--- src/rtl/io_bus_cycle.sv ---
// I/O bus cycle sequencer (IDLE/T1/T2/TW/T3) driven by XOTR phase strobes.
// Define IO_BUS_CYCLE_WAIT_EN to honour notWAIT with a stalled-TW timeout counter.
module io_bus_cycle (
    input  logic        CLK,
    input  logic        notRESET,
    input  logic        PC_I0,
    input  logic        PC_I1,
    input  logic        PC_I2,
    input  logic        PC_I3,
    input  logic        PC_O0,
    input  logic        PC_O1,
    input  logic        PC_O2,
    input  logic        PC_O3,
    input  logic        PI_SelectAd_BC,
    input  logic [15:0] AdIn,
    input  logic [7:0]  DtIn,
    input  logic [7:0]  DataBus_In,
    input  logic        notWAIT,
    output logic [15:0] Addr,
    output logic [7:0]  DataBus_Out,
    output logic        DataBus_OE,
    output logic        notIORQ,
    output logic        notRD,
    output logic        notWR,
    output logic [7:0]  InData,
    output logic        InValid,
    output logic        Stall,
    output logic        SeqError
);

    typedef enum logic [2:0] {StIdle, StT1, StT2, StTw, StT3} state_e;

    state_e     state_q, state_d;
    logic       dir_q, dir_d;  // 1 = OUT cycle
    logic       err_set, start_cycle, latch_in, bus_active, wait_expired;
    logic [3:1] ph_same, ph_opp;

    assign ph_same = dir_q ? {PC_O3, PC_O2, PC_O1} : {PC_I3, PC_I2, PC_I1};
    assign ph_opp  = dir_q ? {PC_I3, PC_I2, PC_I1} : {PC_O3, PC_O2, PC_O1};

`ifdef IO_BUS_CYCLE_WAIT_EN
    logic [7:0] wait_cnt_q;

    assign Stall = (state_q == StTw) & ~notWAIT;
    // The 255th stalled edge is the one that would bring the count to 255.
    assign wait_expired = (wait_cnt_q == 8'd254);

    always_ff @(posedge CLK or negedge notRESET) begin
        if (!notRESET) begin
            wait_cnt_q <= '0;
        end else if (state_q != StTw) begin
            wait_cnt_q <= '0;
        end else if (Stall) begin
            wait_cnt_q <= wait_cnt_q + 8'd1;
        end
    end
`else
    logic unused_wait;

    assign unused_wait  = notWAIT;
    assign Stall        = 1'b0;
    assign wait_expired = 1'b0;
`endif

    always_comb begin
        state_d     = state_q;
        dir_d       = dir_q;
        err_set     = 1'b0;
        start_cycle = 1'b0;
        latch_in    = 1'b0;
        case (state_q)
            StIdle, StT3: begin
                state_d = StIdle;
                if (PC_I0 ^ PC_O0) begin
                    state_d     = StT1;
                    dir_d       = PC_O0;
                    start_cycle = 1'b1;
                end else if (PC_I0 & PC_O0 & (state_q == StIdle)) begin
                    err_set = 1'b1;
                end
            end
            StT1: begin
                if (ph_same[1] & ~ph_opp[1]) begin
                    state_d = StT2;
                end else begin
                    state_d = StIdle;
                    err_set = 1'b1;
                end
            end
            StT2: begin
                if (ph_same[2] & ~ph_opp[2]) begin
                    state_d = StTw;
                end else begin
                    state_d = StIdle;
                    err_set = 1'b1;
                end
            end
            StTw: begin
                if (Stall) begin
                    if (wait_expired) begin
                        state_d = StIdle;
                        err_set = 1'b1;
                    end
                end else if (ph_same[3] & ~ph_opp[3]) begin
                    state_d  = StT3;
                    latch_in = ~dir_q;
                end else begin
                    state_d = StIdle;
                    err_set = 1'b1;
                end
            end
            default: state_d = StIdle;
        endcase
    end

    assign bus_active = (state_d == StT2) | (state_d == StTw);

    // Strobes are decoded from the next state so they come straight from flops.
    always_ff @(posedge CLK or negedge notRESET) begin
        if (!notRESET) begin
            state_q     <= StIdle;
            dir_q       <= 1'b0;
            notIORQ     <= 1'b1;
            notRD       <= 1'b1;
            notWR       <= 1'b1;
            DataBus_OE  <= 1'b0;
            InValid     <= 1'b0;
            Addr        <= '0;
            DataBus_Out <= '0;
            InData      <= '0;
            SeqError    <= 1'b0;
        end else begin
            state_q    <= state_d;
            dir_q      <= dir_d;
            notIORQ    <= ~bus_active;
            notRD      <= ~(bus_active & ~dir_d);
            notWR      <= ~(bus_active & dir_d);
            DataBus_OE <= (state_d != StIdle) & dir_d;
            InValid    <= (state_d == StT3) & ~dir_d;
            if (start_cycle & PI_SelectAd_BC) Addr <= AdIn;
            if (start_cycle & PC_O0) DataBus_Out <= DtIn;
            if (latch_in) InData <= DataBus_In;
            if (err_set) SeqError <= 1'b1;
        end
    end

endmodule

--- config.mk ---
export PLATFORM = sky130hd
export DESIGN_NAME = io_bus_cycle
export DESIGN_NICKNAME = d
export VERILOG_FILES = /design/src/rtl/io_bus_cycle.sv
export SDC_FILE = /design/constraint.sdc
export NUM_CORES = 1
export LEC_CHECK = 0
export ABC_AREA = 1
export BUFFER_PORTS_ARGS = -buffer_cell sky130_fd_sc_hd__buf_2
export CAP_MARGIN = 20
export CORE_UTILIZATION = 49
export DETAILED_ROUTE_END_ITERATION = 16
export PLACE_DENSITY = 0.84
export SYNTH_ARGS = -nofsm -noshare
export SYNTH_HDL_FRONTEND = slang
export SYNTH_SLANG_ARGS = --single-unit
--- constraint.sdc ---
create_clock -name CLK -period 2.42 [get_ports CLK]
set_clock_uncertainty 0.1 [all_clocks]
set_input_delay 0.121 -clock CLK [delete_from_list [all_inputs] [get_ports CLK]]
set_output_delay 0.121 -clock CLK [all_outputs]
set_load 0.01 [all_outputs]
* Word level (Yosys, flattened, before mapping)
Index checks and enable logic that the tools add are counted.
** Word-level totals
- Register bits :: 42
** Cells by class
- Equal/unequal tests :: 7
- Muxes and demuxes :: 19
- Bitwise gates (word level) :: 21
- Reduce and logical (&&, ||, !) cells :: 3
** Operators by type and width (number)
- $eq A3 B2 Y1 const B :: 4
- $mux W1 :: 12
- $pmux W3 S4 :: 1
- $and A1 B1 Y1 :: 11
- $mux W3 :: 3
- $not A1 Y1 :: 8
- $eq A3 B3 Y1 const B :: 2
- $mux W2 :: 2
- $pmux W1 S4 :: 1
- $eq A3 B1 Y1 const B :: 1
- $logic_not A3 Y1 :: 1
- $reduce_bool A3 Y1 :: 1
- $reduce_or A2 Y1 :: 1
- $or A1 B1 Y1 :: 1
- $xor A1 B1 Y1 :: 1

* Depth between registers and ports, before layout
- Depth after elaboration :: 9
- Gate-level depth with buffers :: 8

* Worst setup path before layout
Ideal clock, no wire load.
- Kind :: register to register
- Start :: reg state_q[0]
- End :: reg Addr[0]
- Library setup time :: 0.117 ns
- Arrival time :: 1.016 ns
- Path slack :: 1.187 ns
- Stages on the path, launching flop included :: 8
- Period minus slack after synthesis :: 1.233 ns
- Path through :: dfrtp_1 -> nor2_2 -> nand2_4 -> inv_4 -> nand2_4 -> buf_6 -> nand2_1 -> nand2_1
** Between the ends
- Longest elaborated chain between the ends :: 4
- Elaborated cells between the ends (all ways) :: 5
** Ends and longest elaborated chain
- from (decl) :: RTL line 33 : state_e state_q, state_d;
- from (signal assigned) :: RTL line 121 : state_q <= StIdle;
- from (signal assigned) :: RTL line 133 : state_q <= state_d;
- $eq A3 B3 Y1 / $logic_not A3 Y1 (equally long branches) :: RTL line 71 : case (state_q)
- $reduce_or A2 Y1 * :: RTL line 71
- $mux W1 * :: RTL line 71
- $and A1 B1 Y1 * :: RTL line 140 : if (start_cycle & PI_SelectAd_BC) Addr <= AdIn;
- to (signal assigned) :: RTL line 140
- to (decl) :: RTL line 19 : output logic [15:0] Addr,
Every way passes the cells marked *; elsewhere a longest branch is shown, timed or not.
A chain may end at the register's enable or synchronous reset.

* Worst setup path after layout
- Start :: reg dir_q
- End :: reg DataBus_OE
** Between the ends
- Longest elaborated chain between the ends :: 7
- Elaborated cells between the ends (all ways) :: 16
** Ends and longest elaborated chain
- from (decl) :: RTL line 34 : logic dir_q, dir_d;
- from (signal assigned) :: RTL line 134 : dir_q <= dir_d;
- $mux W3 :: RTL line 39 : assign ph_opp = dir_q ? {PC_I3, PC_I2, PC_I1} : {PC_O3, PC_O2, PC_O1};
- $not A1 Y1 :: RTL line 104 : end else if (ph_same[3] & ~ph_opp[3]) begin
- $and A1 B1 Y1 * :: RTL line 104
- $mux W3 * :: RTL line 104
- $pmux W3 S4 * :: RTL line 71
- via state_d[2] :: RTL line 33
- $reduce_bool A3 Y1 * :: RTL line 138 : DataBus_OE <= (state_d != StIdle) & dir_d;
- $and A1 B1 Y1 * :: RTL line 138
- to (signal assigned) :: RTL line 138
- to (decl) :: RTL line 21 : output logic DataBus_OE,
The timed path passes the listed nets; every way through them passes the cells marked *.

==> reports/qor.csv <==
metric,value,unit
cts-hold-fix-buffers,35,
timing.final.crit_share,0.729,
nNetsFinal,365,
rows,21,
setup_violations,0,
p_leak,1.50,nW
grt.total_usage,0.248,
wl_per_cell,11.5,um
grt_pass1_wl,6630,um
fmax,567,MHz
critPathKind,reg2reg,
peakVddDrop,0.622,mV
ant_nets,0,
cp_slowest_cell,dlygate4sd3_1,
critPathArrivalTime,1960,ps
min_period,1760,ps
crit_chain,inv_2 -> o21ai_1 -> o21ai_1 -> dlygate4sd3_1 -> nor2_2 -> nor2_1 -> nor2_1,
initial_utilization,0.520,
die_w,62.0,um
yosysWarnings,0,
drc,0,
ys_seq_area_frac,0.599,
critical_path.max_fanout,6,
syn_to_final_growth,48.5,%
worst_pin_slew,870,ps
drtPass1Iterations,4,
slowest_delay,580,ps
cts_tree,built,
via_count,1689,
root_buffer,clkbuf_4,
power_density,1010,nW/um2
path_clk_slew,120,ps
vias_per_cell,4.60,
cap_violations,0,
critical_path_buf_inv_count,2,
start_kind,flop,
worstReg2RegEnd,DataBus_OE$_DFF_PN0_,
io_pins,83,
rsz0062_at_grt,false,
place_congestion,0.726,
drive_above_1_share,0.321,
reg2reg_from,dir_q$_DFF_PN0_,
drtIter0Drc,39,
grt_max_degree,43,
clock_latency,360,ps
worstSetupEndpoint,DataBus_OE$_DFF_PN0_,
setup_tns,0,ps
relSlewSlack,0.420,
mappedNetlistArea,1760,um2
place_area,2180,um2
final_hold_viol_count,0,
diodes,0,
status,"complete, no violations",
clockBufferDepth,2,
cts_buffers,5,
io_buffer_count,80,
r2r_cells,7,
syn-instance-count,203,
gr-total-overflow,0,
syn_nets,248,
dieArea,3840,um2
coreArea,3390,um2
finish.instance_area,2620,um2
startpoint,dir_q$_DFF_PN0_,
end_kind,flop,
critPathRequiredTime,2610,ps
grt_pass1_vias,1611,
cts_htree_levels,2,
dp_hpwl,2510,um
r2r_setup_slack,660,ps
cts_setup_buffers,0,
routed_wl,4230,um
antenna_found_initial,0,
cts_repair_resize_count,0,
synth_seq_cells,42,
die_y,62.0,um
crit_cells,7,
crit_family,buffers and inverters,
setup_slack,657,ps
yosysUniqueCellTypes,22,
clock-sinks,42,
drv_slew,0,
syn_avg_cell_area,8.68,um2
post-place-ws,1040,ps
min_path_type,in2reg,
==> cells in the mapped netlist <==
library cell | number | share of area
nand2_1 | 100 | 0.21
inv_2 | 2 | 0.0043
ha_1 | 1 | 0.0071
nor3_1 | 2 | 0.0057
nand3_1 | 20 | 0.057
nand2_2 | 1 | 0.0036
nand2_4 | 2 | 0.013
nor2_2 | 3 | 0.011
buf_6 | 1 | 0.0064
inv_1 | 12 | 0.026
buf_4 | 2 | 0.0085
conb_1 | 1 | 0.0021
nor2_1 | 5 | 0.011
clkinv_4 | 1 | 0.0050
inv_4 | 1 | 0.0036
o21ai_1 | 2 | 0.0057
dfrtp_1 | 39 | 0.55
nor2_4 | 1 | 0.0064
buf_2 | 2 | 0.0057
dfstp_2 | 3 | 0.045
a21oi_2 | 1 | 0.0050
o21ai_0 | 1 | 0.0028
==> per-stage QoR <==
stage	hold WS, ps	power [W]	utilization	cells
3_5_place_dp	185	0.00214	0.644	324
2_1_floorplan	-275	0.00175	-	203
5_1_grt	55.1	0.00286	0.772	367
3_3_place_gp	191	0.00211	0.644	324
6_report	28.7	0.00264	0.772	367
4_1_cts	5.23	0.00264	0.772	367
==> tightest hold or removal path: stages <==
cell     delay [ps]
buf_2            90
nand2_1          60
nand3_1         130
nand2_1          60
==> where the power goes <==
group          switching [W]  leakage [nW]  internal, W
logic               0.000600         0.932     0.000422
registers           0.000163         0.526      0.00100
clock network       0.000232        0.0374     0.000217
==> sequential cells by signal (all words and copies together) (netlist names) <==
register and count:
SeqError 1, Addr 16, InData 8, InValid 1, DataBus_OE 1, notWR 1, dir_q 1, notIORQ 1
DataBus_Out 8, state_q 3, notRD 1
==> cells in the final DEF (no fill, tap or decap), types with 2 or more instances in the layout <==
cell | Yosys | final
buf_2 | 2 | 80
clkbuf_4 | 0 | 5
clkinvlp_4 | 0 | 2
dfrtp_1 | 39 | 39
dfstp_2 | 3 | 3
dlygate4sd3_1 | 0 | 35
inv_1 | 12 | 12
inv_2 | 2 | 2
nand2_1 | 100 | 100
nand2_4 | 2 | 2
nand3_1 | 20 | 20
nor2_1 | 5 | 5
nor2_2 | 3 | 3
nor3_1 | 2 | 2
o21ai_1 | 2 | 2
==> kinds of logic after synthesis <==
logic type | synth area share
flip-flops | 0.599
AND/OR/NAND/NOR | 0.320
AO/OA/AOI/OAI | 0.0135
other | 0.00213
buffers and inverters | 0.0589
adder cells (fa/ha/maj) | 0.00710
==> final cells by class <==
cell class,instances,area [um2]
Inverter,16,67.6
Sequential cell,42,1050
Clock buffer,5,37.5
Timing Repair Buffer,115,751
Fill cell,228,773
Clock inverter,3,45.0
Multi-Input combinational cell,140,603
Tap cell,46,57.6
==> worst min-delay path by stage <==
stage,startpoint,end,slack (ps),cells past startpoint
after global placement,notRESET,DataBus_OE$_DFF_PN0_,190,1
after global routing,PC_O2,state_q[0]$_DFF_PN0_,60,4
after CTS,PC_O2,state_q[0]$_DFF_PN0_,5,4
after detailed placement,notRESET,SeqError$_DFFE_PN0P_,190,1
after floorplan,notRESET,Addr[0]$_DFFE_PN0P_,-270,0
final,PC_O2,state_q[0]$_DFF_PN0_,30,4
==> per-layer routing <==
layer | track usage | share of wire
met1 | 0.275 | 0.41
met5 | 0 | 0
met4 | 0.0921 | 0.017
met2 | 0.441 | 0.52
met3 | 0.0807 | 0.057
Note: power is estimated with default switching activity, not from simulation.
